### config.mk
export PLATFORM = sky130hd
export DESIGN_NAME = rf_pkt_queue
export DESIGN_NICKNAME = d
export VERILOG_FILES = /design/src/rtl/rf_pkt_queue_pkg.sv /design/src/rtl/rf_pkt_queue_rf32.sv /design/src/rtl/rf_pkt_queue.sv
export SDC_FILE = /design/constraint.sdc
export NUM_CORES = 1
export LEC_CHECK = 0
export ABC_AREA = 1
export CORE_UTILIZATION = 40
export DETAILED_ROUTE_END_ITERATION = 6
export GPL_TIMING_DRIVEN = 0
export SLEW_MARGIN = 30
export SYNTH_ARGS = -nofsm -noshare
export SYNTH_HDL_FRONTEND = slang
export SYNTH_SLANG_ARGS = --single-unit
### constraint.sdc
create_clock -name clk -period 3.4 [get_ports clk]
set_input_delay 0.68 -clock clk [delete_from_list [all_inputs] [get_ports clk]]
set_output_delay 0.68 -clock clk [all_outputs]
set_load 0.05 [all_outputs]
### src/rtl/rf_pkt_queue_pkg.sv
// Shared constants, output-FSM state type and statistics record for the rf_pkt_queue packet queue.
package rf_pkt_queue_pkg;
  localparam int DW    = 32;
  localparam int AW    = 4;
  localparam int DEPTH = 16;

  typedef enum logic [1:0] {
    IDLE = 2'd0,
    SEND = 2'd1,
    CUT  = 2'd2
  } out_state_e;

  typedef struct packed {
    logic [15:0] pkts_in;
    logic [15:0] pkts_out;
    logic [15:0] cut;
  } stats_t;
endpackage

### src/rtl/rf_pkt_queue_rf32.sv
// 16x32 register file: writes on posedge, reads combinationally so a word is visible the cycle after its write.
module rf32
  import rf_pkt_queue_pkg::*;
(
  input  logic          clk,
  input  logic [AW-1:0] wa,
  input  logic          wen,
  input  logic [DW-1:0] din,
  input  logic [AW-1:0] ra,
  output logic [DW-1:0] dout
);
  logic [DW-1:0] mem [DEPTH];

  always_ff @(posedge clk) begin
    if (wen) mem[wa] <= din;
  end

  assign dout = mem[ra];
endmodule

### src/rtl/rf_pkt_queue.sv
// Store-and-forward packet queue over rf32; a full buffer with no complete packet drains as cut-through.
// Optional statistics counters are built when RF_PKT_QUEUE_STATS_EN is defined.
module rf_pkt_queue
  import rf_pkt_queue_pkg::*;
#(
  parameter int AFULL_TH = 12
) (
  input  logic          clk,
  input  logic          rst,
  input  logic          in_valid,
  output logic          in_ready,
  input  logic [DW-1:0] in_data,
  input  logic          in_last,
  output logic          out_valid,
  input  logic          out_ready,
  output logic [DW-1:0] out_data,
  output logic          out_last,
  output logic [AW:0]   count,
  output logic          afull
`ifdef RF_PKT_QUEUE_STATS_EN
  ,
  output logic [15:0]   stat_pkts_in,
  output logic [15:0]   stat_pkts_out,
  output logic [15:0]   stat_cut
`endif
);
  logic [AW-1:0]    wr_ptr_q, wr_ptr_d, rd_ptr_q, rd_ptr_d;
  logic [AW:0]      count_q, count_d, pkt_cnt_q, pkt_cnt_d;
  logic [DEPTH-1:0] last_flags_q, last_flags_d;
  logic             afull_q;
  out_state_e       state_q, state_d;
  logic             full, push, pop, push_last, pop_last;

  rf32 u_rf32 (
    .clk  (clk),
    .wa   (wr_ptr_q),
    .wen  (push),
    .din  (in_data),
    .ra   (rd_ptr_q),
    .dout (out_data)
  );

  always_comb begin
    full      = (count_q == (AW+1)'(DEPTH));
    in_ready  = !full;
    // CUT keeps egress open after the buffer drops below full, until the packet's last word leaves.
    out_valid = (count_q != '0) && ((pkt_cnt_q != '0) || full || (state_q == CUT));
    out_last  = last_flags_q[rd_ptr_q] & out_valid;
    push      = in_valid & in_ready;
    pop       = out_valid & out_ready;
    push_last = push & in_last;
    pop_last  = pop & out_last;

    wr_ptr_d  = push ? wr_ptr_q + AW'(1) : wr_ptr_q;
    rd_ptr_d  = pop ? rd_ptr_q + AW'(1) : rd_ptr_q;
    count_d   = count_q + (AW+1)'(push) - (AW+1)'(pop);
    pkt_cnt_d = pkt_cnt_q + (AW+1)'(push_last) - (AW+1)'(pop_last);

    last_flags_d = last_flags_q;
    if (push) last_flags_d[wr_ptr_q] = in_last;

    state_d = state_q;
    unique case (state_q)
      IDLE: begin
        if (pkt_cnt_q != '0) state_d = SEND;
        else if (full)       state_d = CUT;
      end
      SEND: if (pop_last && pkt_cnt_d == '0) state_d = IDLE;
      CUT:  if (pop_last) state_d = (pkt_cnt_d != '0) ? SEND : IDLE;
      default: state_d = IDLE;
    endcase
  end

  always_ff @(posedge clk) begin
    if (rst) begin
      wr_ptr_q     <= '0;
      rd_ptr_q     <= '0;
      count_q      <= '0;
      pkt_cnt_q    <= '0;
      last_flags_q <= '0;
      afull_q      <= 1'b0;
      state_q      <= IDLE;
    end else begin
      wr_ptr_q     <= wr_ptr_d;
      rd_ptr_q     <= rd_ptr_d;
      count_q      <= count_d;
      pkt_cnt_q    <= pkt_cnt_d;
      last_flags_q <= last_flags_d;
      afull_q      <= (count_d >= (AW+1)'(AFULL_TH));
      state_q      <= state_d;
    end
  end

  assign count = count_q;
  assign afull = afull_q;

`ifdef RF_PKT_QUEUE_STATS_EN
  stats_t stats_q, stats_d;

  always_comb begin
    stats_d = stats_q;
    if (push_last) stats_d.pkts_in  = stats_q.pkts_in + 16'd1;
    if (pop_last)  stats_d.pkts_out = stats_q.pkts_out + 16'd1;
    if (state_q == IDLE && state_d == CUT) stats_d.cut = stats_q.cut + 16'd1;
  end

  always_ff @(posedge clk) begin
    if (rst) stats_q <= '0;
    else     stats_q <= stats_d;
  end

  assign stat_pkts_in  = stats_q.pkts_in;
  assign stat_pkts_out = stats_q.pkts_out;
  assign stat_cut      = stats_q.cut;
`endif
endmodule

# [Word level (Yosys, flattened, before mapping)]
# Memories as Yosys holds them, arrays and structs flattened. A register that Yosys moved wholly into a read port is not among the register bits.
# Index checks and enable logic that the tools add are counted.
[op_classes] addsub=6 order_cmp=4 eq_ne=6 n_mux=15 bitwise_logic=5 n_reduce_logical=12
[ops] cell="16-bit bitwise mux" n=1
[ops] cell="5-bit nonzero test" n=3
[ops] cell="5-bit by 1-bit adder with 5-bit output" n=2
[ops] cell="4-bit by 5-bit less-than comparator with 1-bit output (second input constant)" n=2
[ops] cell="5-bit by 1-bit subtractor with 5-bit output" n=2
[ops] cell="4-bit by 1-bit adder with 4-bit output (second input constant)" n=2
[ops] cell="2-bit 2-to-1 mux" n=4
[ops] cell="4-bit 2-to-1 mux" n=2
[ops] cell="2-bit case mux with 3 select lines" n=1
[ops] cell="1-bit bitwise AND" n=5
[ops] cell="5-bit == test (second input constant)" n=1
[ops] cell="5-bit by 4-bit greater-or-equal comparator with 1-bit output (second input constant)" n=1
[ops] cell="5-bit logical NOT" n=1
[ops] cell="1-bit 2-to-1 mux" n=5
[ops] cell="1-bit binary-select mux with 4-bit select" n=1
[ops] cell="1-bit demux with 4-bit select" n=1
[ops] cell="4-bit by 1-bit greater-or-equal comparator with 1-bit output (second input constant)" n=1
[ops] cell="2-bit != test (second input constant)" n=2
[ops] cell="1-bit logical AND" n=3
[ops] cell="3-bit != test (second input constant)" n=1
[ops] cell="3-bit AND reduction" n=1
[ops] cell="2-bit by 1-bit == test with 1-bit output (second input constant)" n=1
[ops] cell="2-bit == test (second input constant)" n=1
[ops] cell="2-bit logical NOT" n=1
[ops] cell="other kinds (2)" n=3
[totals] ff_bits=37 ramBits=512 inputBits=37 out_inout_bits=41 wordCells=56 memories=1
[memory_table] name="u_rf32.mem" words=16 width=32 rd=1 rd_clocked_by_memory_dff=1 wr=1 line="rf_pkt_queue_rf32.sv:12" text="logic [DW-1:0] mem [DEPTH];"

# [Longest topological paths before layout]
# Gate-level depths: netlist of run 1.
[depth] ltp_word=11 depth_mapped=24 depth_no_buf=24

# [Modules after synthesis]
# From an unflattened synthesis of run 1, not the netlist that was laid out.
[unflattened] hier_cells=2382 area_unflattened_um2=24212.0
[by_module_without_submodules] module="rf32" instances=1 cells_each=2088 area_each_um2=22089.9 seq_area_each_um2=15374.7
[by_module_without_submodules] module="rf_pkt_queue" instances=1 cells_each=294 area_each_um2=2122.0 seq_area_each_um2=740.7

# [Worst setup path before layout of run 1]
# OpenSTA, ideal clock, no wires.
[synth_timing] kind="register to register" startpoint="register count_q[2] (netlist: count[2])" endpoint="memory u_rf32.mem[11][0], enable pin" setup_time_ps=423 arrival_ps=3058 t_required_ps=2977 setup_slack_ps=-80 stages_incl_launch_ff=8 path_buffers=0 period_less_slack_ps=3480 cell_sequence="dfxtp_1 > inv_1 > ha_1 > nand3_4 > nand2_1 > inv_2 > nand2_1 > nor2_1"
[synth_via] elab_chain_cells=5
[synth_rtl] item="from (decl)" line="rf_pkt_queue.sv:28" text="logic [AW:0] count_q, count_d, pkt_cnt_q, pkt_cnt_d;"
[synth_rtl] item="from (signal assigned)" line="rf_pkt_queue.sv:86" text="count_q <= count_d;"
[synth_rtl] item="5-bit == test" line="rf_pkt_queue.sv:44" text="full = (count_q == (AW+1)'(DEPTH));"
[synth_rtl] item="1-bit logical NOT" line="rf_pkt_queue.sv:45" text="in_ready = !full;"
[synth_rtl] item="via in_ready" line="rf_pkt_queue.sv:11" text="output logic in_ready,"
[synth_rtl] item="1-bit bitwise AND" line="rf_pkt_queue.sv:49" text="push = in_valid & in_ready;"
[synth_rtl] item="1-bit 2-to-1 mux" line="rf_pkt_queue_rf32.sv:15" text="if (wen) mem[wa] <= din;"
[synth_rtl] item="1-bit 2-to-1 mux (not written as such)" line="rf_pkt_queue_rf32.sv:15"
[synth_rtl] item="to (decl)" line="rf_pkt_queue_rf32.sv:12"
# The timed path passes the listed nets, and every way through them passes these cells.

==> results of run 1 <==
stage by stage:
step           power (mW)  instances  area [sq um]  setup slack [ns]
3_5_place_dp        15.81       2506         25170           -0.3118
5_1_grt             22.50       2614         26970          -0.01652
2_1_floorplan       13.01       1649         22560          -0.08020
3_3_place_gp        15.61       2473         24260            -2.082
6_report            21.56       2614         26970            0.1056
4_1_cts             21.68       2611         27000          -0.06230
critical path: stages (launching register included):
cell             delay [ns]
dfxtp_1                0.40
clkbuf_2               0.36
clkbuf_2               0.45
o211ai_1               0.18
nand3_1                0.14
nand2_1                0.12
clkdlybuf4s15_2        0.35
area by class of cell:
cell class | count | area, sq um | area share [%]
inverter | 172 | 645.6 | 2.394
clock inverter | 23 | 181.4 | 0.6727
buffer | 96 | 620.6 | 2.301
tap | 748 | 935.9 | 3.470
multi-input combinational | 828 | 5335 | 19.78
clock buffer | 82 | 1583 | 5.869
timing repair buffer | 112 | 1465 | 5.433
sequential | 553 | 16200 | 60.08
repair_timing:
action | in CTS | in global routing
endpoints found under the setup margin | 32 | 31
pin swaps | 2 | 6
setup buffers | 0 | 3
resized for setup | 163 | 64
cell usage after synthesis:
library cell  count  area [sq um]
clkbuf_1         57         214.0
or2_2             1         6.260
buf_1             4         15.01
o211ai_1        128         960.9
xnor2_1           2         17.52
nand4_1           2         12.51
dfxtp_1          41         820.8
inv_1           168         630.6
mux2i_1         128          1281
buf_2            15         75.07
buf_4             1         7.510
nor3b_2           1         12.51
and2_1            1         6.260
ha_1             17         212.7
a21boi_4          1         18.77
buf_6            19         214.0
nand2_1          94         352.8
edfxtp_1        512         15370
nand3_2           3         30.03
and3_1            1         6.260
nor2_4            1         11.26
a21oi_1         156         780.8
nor2_2            1         6.260
nor2_1           41         153.9
nor3_1            4         20.02
o21ai_1           4         20.02
inv_2             4         15.01
nand3_1          69         345.3
nand3_4           1         17.52
o21ai_0         165         825.8
xor2_1            2         17.52
nand2_2           2         12.51
fa_1              2         40.04
a21oi_4           1         16.27
how the worst min path moves through the flow:
| stage | to | depth (start not counted) | slack, ns | startpoint |
|---|---|---|---|---|
| after floorplan | last_flags_q[0]$_SDFFE_PP0P_ | 2 | 0.45 | last_flags_q[0]$_SDFFE_PP0P_ |
| after global placement | last_flags_q[9]$_SDFFE_PP0P_ | 2 | 0.46 | last_flags_q[9]$_SDFFE_PP0P_ |
| after detailed placement | last_flags_q[0]$_SDFFE_PP0P_ | 2 | 0.47 | last_flags_q[0]$_SDFFE_PP0P_ |
| after CTS | last_flags_q[3]$_SDFFE_PP0P_ | 3 | 0.46 | in_last |
| after global routing | last_flags_q[15]$_SDFFE_PP0P_ | 2 | 0.48 | last_flags_q[15]$_SDFFE_PP0P_ |
| final | last_flags_q[15]$_SDFFE_PP0P_ | 2 | 0.47 | last_flags_q[15]$_SDFFE_PP0P_ |
power breakdown:
group	switching, mW	internal, mW	leakage (nW)
Sequential	0.143	7.72	4.96
Combinational	5.29	2.42	3.41
Clock	2.54	3.44	0.864
sequential cells by signal (all words and copies together), names as in the netlist, named ones only:
signal        count
u_rf32.mem      512
last_flags_q     16
count             5
pkt_cnt_q         5
rd_ptr_q          4
wr_ptr_q          4
state_q           2
afull             1
kinds of logic after synthesis:
logic type                 after synthesis  synth area share [%]
and+or+nand+nor                        222                 4.405
muxes                                  128                 5.681
AOI/OAI and AO/OA                      455                 11.63
adders and majority gates               19                 1.121
DFF                                    553                 71.82
xor gates and xnor gates                 4                0.1554
buffers and inverters                  268                 5.193
per-layer routing:
metal / wire, microns / share of wire (%) / global-route usage, % / up-vias
met5: 0 / 0 / 0 / -
met4: 1788 / 2.9 / 7.110 / 0
met3: 4736 / 7.6 / 3.607 / 108
met2: 29830 / 48 / 36.33 / 624
met1: 25990 / 42 / 29.68 / 7147
li1: - / - / - / 6455
==> results by stage, run 1 <==
STA:
- The final number of max-transition violations came to 0.
- Dividing the final minimum period by the clock period gives 96.89%.
- Between clock sinks in the finished design, the worst skew comes to 0.009884 ns.
- Setup repair after global routing could not meet its margin everywhere.
- The actual transition at the worst max-transition pin is 0.9310 ns.
- For the final routed database, the setup TNS stands at 0 ns.
- The worst hold slack is approximately 0.47 ns.
- The number of failing hold endpoints at the final stage is 0.
- Timing would allow up to between 0.3 and 0.4 GHz.
- For the finished layout, the period the worst path requires is 3.294 ns.
- The number of endpoints failing setup at the final stage is 0.
- Headroom to the max-slew limit came out at between 30% and 40%.

Route:
- The first-pass iteration count of the detailed router is 5.
- The count of nets left with antenna violations once routing finished came out at 0.
- The average vias per placed instance is 5.484.
- After detailed routing, the average wire length per cell comes to 23.85 microns.
- The final routed DRC violation total is 0.
- Across all layers, the routed design uses 14.33k vias.
- The iteration-0 DRC count of the detailed router is 1529.
- The routed wire length is 62340 microns.

Die:
- The die is 239.4 microns wide.
- For this design the top-level I/O count stands at 78.
- The row count is 86.
- The area inside the core boundary is 55420 sq um.
- For this configuration, the core starts out at a cell density of roughly two fifths.
- The die is about 240 microns tall.
- The floorplan step defined a die boundary enclosing 57330 sq um.

Critical path:
- The highest fanout seen on the critical path is 10.
- For the worst flop-to-flop path, the logic depth is 21.
- Across all register-to-register paths, the minimum setup slack is 0.26 ns.
- The worst setup path is launched from a register.
- The data arrival time of the critical path is 2.61 ns.
- The capturing instance or port of the critical path is out_data[15].
- The kind of capture point of the worst setup path is an output pin.
- The startpoint identified for the worst register-to-register timing path is count[3]$_SDFF_PP0_.
- The critical path is of the reg2out type.
- The capturing point of the worst reg2reg path is state_q[0]$_SDFFE_PP0P_.
- The worst endpoint required time is 2.72 ns.

Clock tree:
- The H-tree generated during clock tree synthesis spans 2 levels.
- The later pin in the worst-skew pair is clocked with a latency of 0.60 ns.
- The worst-case clock buffer depth is 3.
- The number of buffers added to fix hold violations after cts is 0.
- The clock-pin slew on the worst setup and hold paths is 0.06 ns.
- TritonCTS built the clock tree.
- TritonCTS created 58 clock buffers.
- The clock sink total is 553.
- The root buffer selected by CTS is clkbuf_16.

Placement:
- Input and output buffers added on the ports amount to 76.
- The final weighted congestion of routability-driven global placement is 0.8208.
- The HPWL after detailed placement is between 40000 and 50000 microns.

Synth:
- The post-synthesis average cell area is around 14 sq um.
- The netlist uses 34 different library cells.
- The count of mapped cells out of synthesis is 1649.
- The post-synthesis instance area is 22550 sq um.
- Counting flops and latches in the post-synthesis netlist gives 553.
- The part of the Yosys area used for sequential elements is 71.82%.
- During synthesis, Yosys emitted a total of 0 warnings.
- The post-synthesis net count is 1705.

Cells and area:
- The leading cell type in the layout, fill and taps excluded is edfxtp_1.
- In the layout the commonest cells are edfxtp_1 (512), inv_1 (168), o21ai_0 (165).
- The layout has 4816 filler cells.
- The layout overhead on the synthesized area is 19.59%.
- The number of antenna diodes in the final layout is 0.
- For this run, the post-layout net count is 1877.
- The final standard cell utilization of the core is 48.67%.
- Of the cells placed in the final design, the portion with a size suffix greater than 1 is between 10% and 20%.

Global routing:
- The number of antenna violations at the first check in global routing came to 0.
- Entering global routing, the biggest net connects 19 pins.
- The sum of overflow across all layers after global routing is 0.
- The overall routing resource usage is about 22%.
- The global-route wire length before repair is 91270 microns.
- The via count of the first global-routing pass is ~14k.

Min path:
- The class of the tightest hold or removal check is reg2reg.

Job:
- The number of maximum-capacitance violations is 0.

Pwr:
- The reported leakage power is 9.233 nW.
- The peak ir drop on the vdd network is 0.0006052 V.
- Power spread over the standard cell area amounts to roughly 800 nW/um^2.

Status:
- The flow ran to the end, and the final reports show no timing, DRC or antenna violations.
(Power assumes the default switching activity.)
==> inputs of run 2 (changes only) <==
--- a/config.mk
+++ b/config.mk
@@ -9,6 +9,7 @@
 export CORE_UTILIZATION = 40
 export DETAILED_ROUTE_END_ITERATION = 6
 export GPL_TIMING_DRIVEN = 0
+export PLACE_DENSITY = 0.64
 export SLEW_MARGIN = 30
 export SYNTH_ARGS = -nofsm -noshare
 export SYNTH_HDL_FRONTEND = slang
==> run 2 against run 1 <==
Non-clock buffer count down 6. Register-to-register slack better by 0.06 ns. Total power grew 2.4%. Critical endpoint is now out_data[12]. Flip-flop and latch count unchanged. First-iteration DRC count fell by 1.8%. Sequential share of layout area is 0.32 points lower. Setup slack worse by 0.024 ns.
==> results by stage, run 2 (synthesis results as in run 1) <==
Die:
- From bottom edge to top edge, the die measures 239.4 microns.
- 78 I/O pins were placed.
- The x dimension of the die is 239.4 microns.
- The initialized floorplan defines 86 standard-cell rows.
- The starting utilization of the core area is 40.70%.
- The area enclosed by the die boundary is 57330 sq um.
- After floorplanning, the core was sized to cover approximately 55000 sq um.

STA:
- After layout, the minimum clock period comes to 3.318 ns.
- At the pin with the least slew margin, the transition time is 0.8389 ns.
- For the final routed database, the setup TNS stands at 0 ns.
- On the final layout, the worst clock skew is 0.01576 ns.
- The final critical path takes up about 98% of the cycle.
- Headroom to the max-slew limit came out at 44.07%.
- The final number of max-transition violations was 0.
- Timing would allow up to 0.3014 GHz.
- Setup violations remaining at the end of the flow were counted as 0.
- Setup repair after global routing could not meet its margin everywhere.
- The number of failing hold endpoints at the final stage was 0.

Job:
- Across the run, the number of max-cap violations was 0.

Cells and area:
- Leaving out fill and tap cells, the most frequent cell in the layout is edfxtp_1.
- In the final layout, flip-flops and latches occupy roughly 16000 sq um.
- The post-route standard cell area excluding fillers is 27110 sq um.
- At the end of the flow, the number of nets in the layout was 1869.
- The register bank with the most flops is u_rf32.mem.
- The multi-input gate area in the final layout is around 5300 sq um.
- The library cells used most frequently in the layout, excluding fill and tap cells, are edfxtp_1 (512), inv_1 (168), o21ai_0 (165).
- The layout overhead on the synthesized area is 20.20%.
- Cells with a size suffix above 1 make up 14.42% of the layout.
- The final standard cell count with taps included and fillers excluded is ~2.6k.
- The largest registers in the layout are u_rf32.mem x512, last_flags_q x16.
- The register with the most flip-flops in the layout has 512 of them.
- The number of fillers in the final layout is 4708.

Global routing:
- The total overflow left after global routing is 0.
- The number of antenna violations at the first check in global routing is 1.
- The global-route wire length before repair is between 90000 and 100000 microns.
- The maximum number of pins on one net before global-route repair is 19.
- Global routing used 21.59% of the available tracks.
- The via count of the first global-routing pass is 14.14k.

Clock tree:
- TritonCTS built the clock tree.
- The level count of the clock H-tree is 2.
- In this run, CTS created clock tree buffers numbering 56.
- The clock passes through at most 3 buffers.
- After clock tree synthesis, the clock-pin slew on the worst setup and hold paths is 0.06 ns.
- The source-to-sink clock delay at the later pin of the worst-skew pair is 0.61 ns.
- The number of buffers added to fix hold violations after cts is 0.
- The clock sink total is 553.
- The root buffer selected by CTS is clkbuf_16.

Critical path:
- The worst setup path category is reg2out.
- In this run the critical register-to-register path is launched from count[2]$_SDFF_PP0_.
- Of all nets on the critical path, the largest fanout is 10.
- At the worst endpoint, the required time is 2.72 ns.
- STA classifies the critical path startpoint as a register.
- The kind of capture point of the worst setup path is an output pin.
- The worst register-to-register path has a depth of 21.
- Data arrives at the worst endpoint at 2.64 ns.
- The register-to-register setup slack is 0.32 ns.
- The capturing point of the worst reg2reg path is state_q[0]$_SDFFE_PP0P_.

Pwr:
- The peak ir drop on the vdd network is 0.0006249 V.
- The reported leakage power is 9.309 nW.
- For this design the ratio of total power to cell area is about 810 nW/um^2.

Placement:
- The wire-length estimate of the detail-placed layout is around 40000 microns.
- The congestion estimate from routability-driven global placement came to 0.8068.
- The standard cell area after detailed placement is approximately 25000 sq um.
- During placement, the flow inserted port buffers numbering 76.
- The placed instance count is 2501.

Route:
- The overall via count from detail_route is 14.23k.
- After detailed routing, the number of vias per cell comes to around 5.5.
- The first-pass iteration count of the detailed router is 5.
- Summed over all layers, the routed wires come to 61100 microns.
- After detailed routing, the average wire length per cell comes to between 20 and 25 microns.
- For this run, design rule violations remaining after detail routing come to 0.
- The number of nets with antenna violations after detailed routing is 0.
- For this block, the initial DRC count from the detailed router was about 1.5k.

Min path:
- The worst hold path begins at in_last.
- The worst hold endpoint is last_flags_q[5]$_SDFFE_PP0P_.
- Counting instances, the worst hold path has a depth of 3.
- The tightest min-delay check is of the in2reg type.

Status:
- The run finished with clean final reports.
## run 2: cell types whose count changed in the layout (fill, tap and decap cells not counted), moves of 3 or more
cell / previous run / this run
nand3_2: 4 / 7
buf_16: 23 / 26
nand3_1: 68 / 65
bufinv_16: 3 / 11
buf_8: 7 / 0
clkbuf_1: 35 / 24
clkbuf_2: 40 / 37
## run 2: metal layers
metal / track usage (%) / wire length, microns / up-vias
li1: - / - / 6434
met1: 29.05 / 25420 / 7069
met2: 35.82 / 29510 / 628
met3: 3.780 / 4584 / 100
met4: 6.197 / 1584 / 0
met5: 0 / 0 / -
## run 2: power breakdown
group	internal (mW)	total (mW)	switching [mW]
clock network	3.96	6.54	2.58
logic	2.39	7.69	5.30
registers	7.71	7.86	0.142
total	14.1	22.1	8.02
## run 2: how the worst max path moves through the flow
stage / depth (start not counted) / start / end / slack (ns)
2_1_floorplan: 7 / count[2]$_SDFF_PP0_ / u_rf32.mem[11][0]$_DFFE_PP_ / -0.08
5_1_grt: 9 / register / out_data[12] / -0.003
3_3_place_gp: 5 / in_valid / u_rf32.mem[15][31]$_DFFE_PP_ / -1.90
4_1_cts: 8 / register / out_data[10] / 0.0009
3_5_place_dp: 6 / register / out_data[20] / -0.31
6_report: 6 / register / out_data[12] / 0.08
## run 2: layout make-up
cell class	instances	area share (%)
antenna	1	0.009231
inverter	172	2.382
sequential	553	59.76
clock inverter	37	1.703
tap	748	3.453
buffer	96	2.285
timing repair buffer	106	5.183
clock buffer	67	5.511
multi-input combinational	828	19.71
## run 2: worst max-delay path: stages, from the launching register on
cell and delay [ns]:
dfxtp_1 0.36, inv_2 0.21, clkbuf_1 0.60, o211ai_1 0.21, nand3_1 0.18, nand2_1 0.12
clkdlybuf4s15_2 0.35
## run 2: what timing repair did
item                                    CTS  global route
buffers inserted                          0             2
resized for setup                       158            74
endpoints found under the setup margin   32            34
pin swaps                                 0             3
## run 2: through the flow
step | util (%) | setup WS (ns) | hold WS [ns] | power (mW)
final | 48.92 | 0.08212 | 0.4755 | 22.08
after global placement | 43.77 | -1.897 | 0.4587 | 15.55
after global routing | 48.91 | -0.003469 | 0.4835 | 23.01
after floorplan | - | -0.08020 | 0.4497 | 13.01
after CTS | 49.03 | 0.0009386 | 0.4324 | 22.19
after detailed placement | 45.34 | -0.3062 | 0.4722 | 15.75
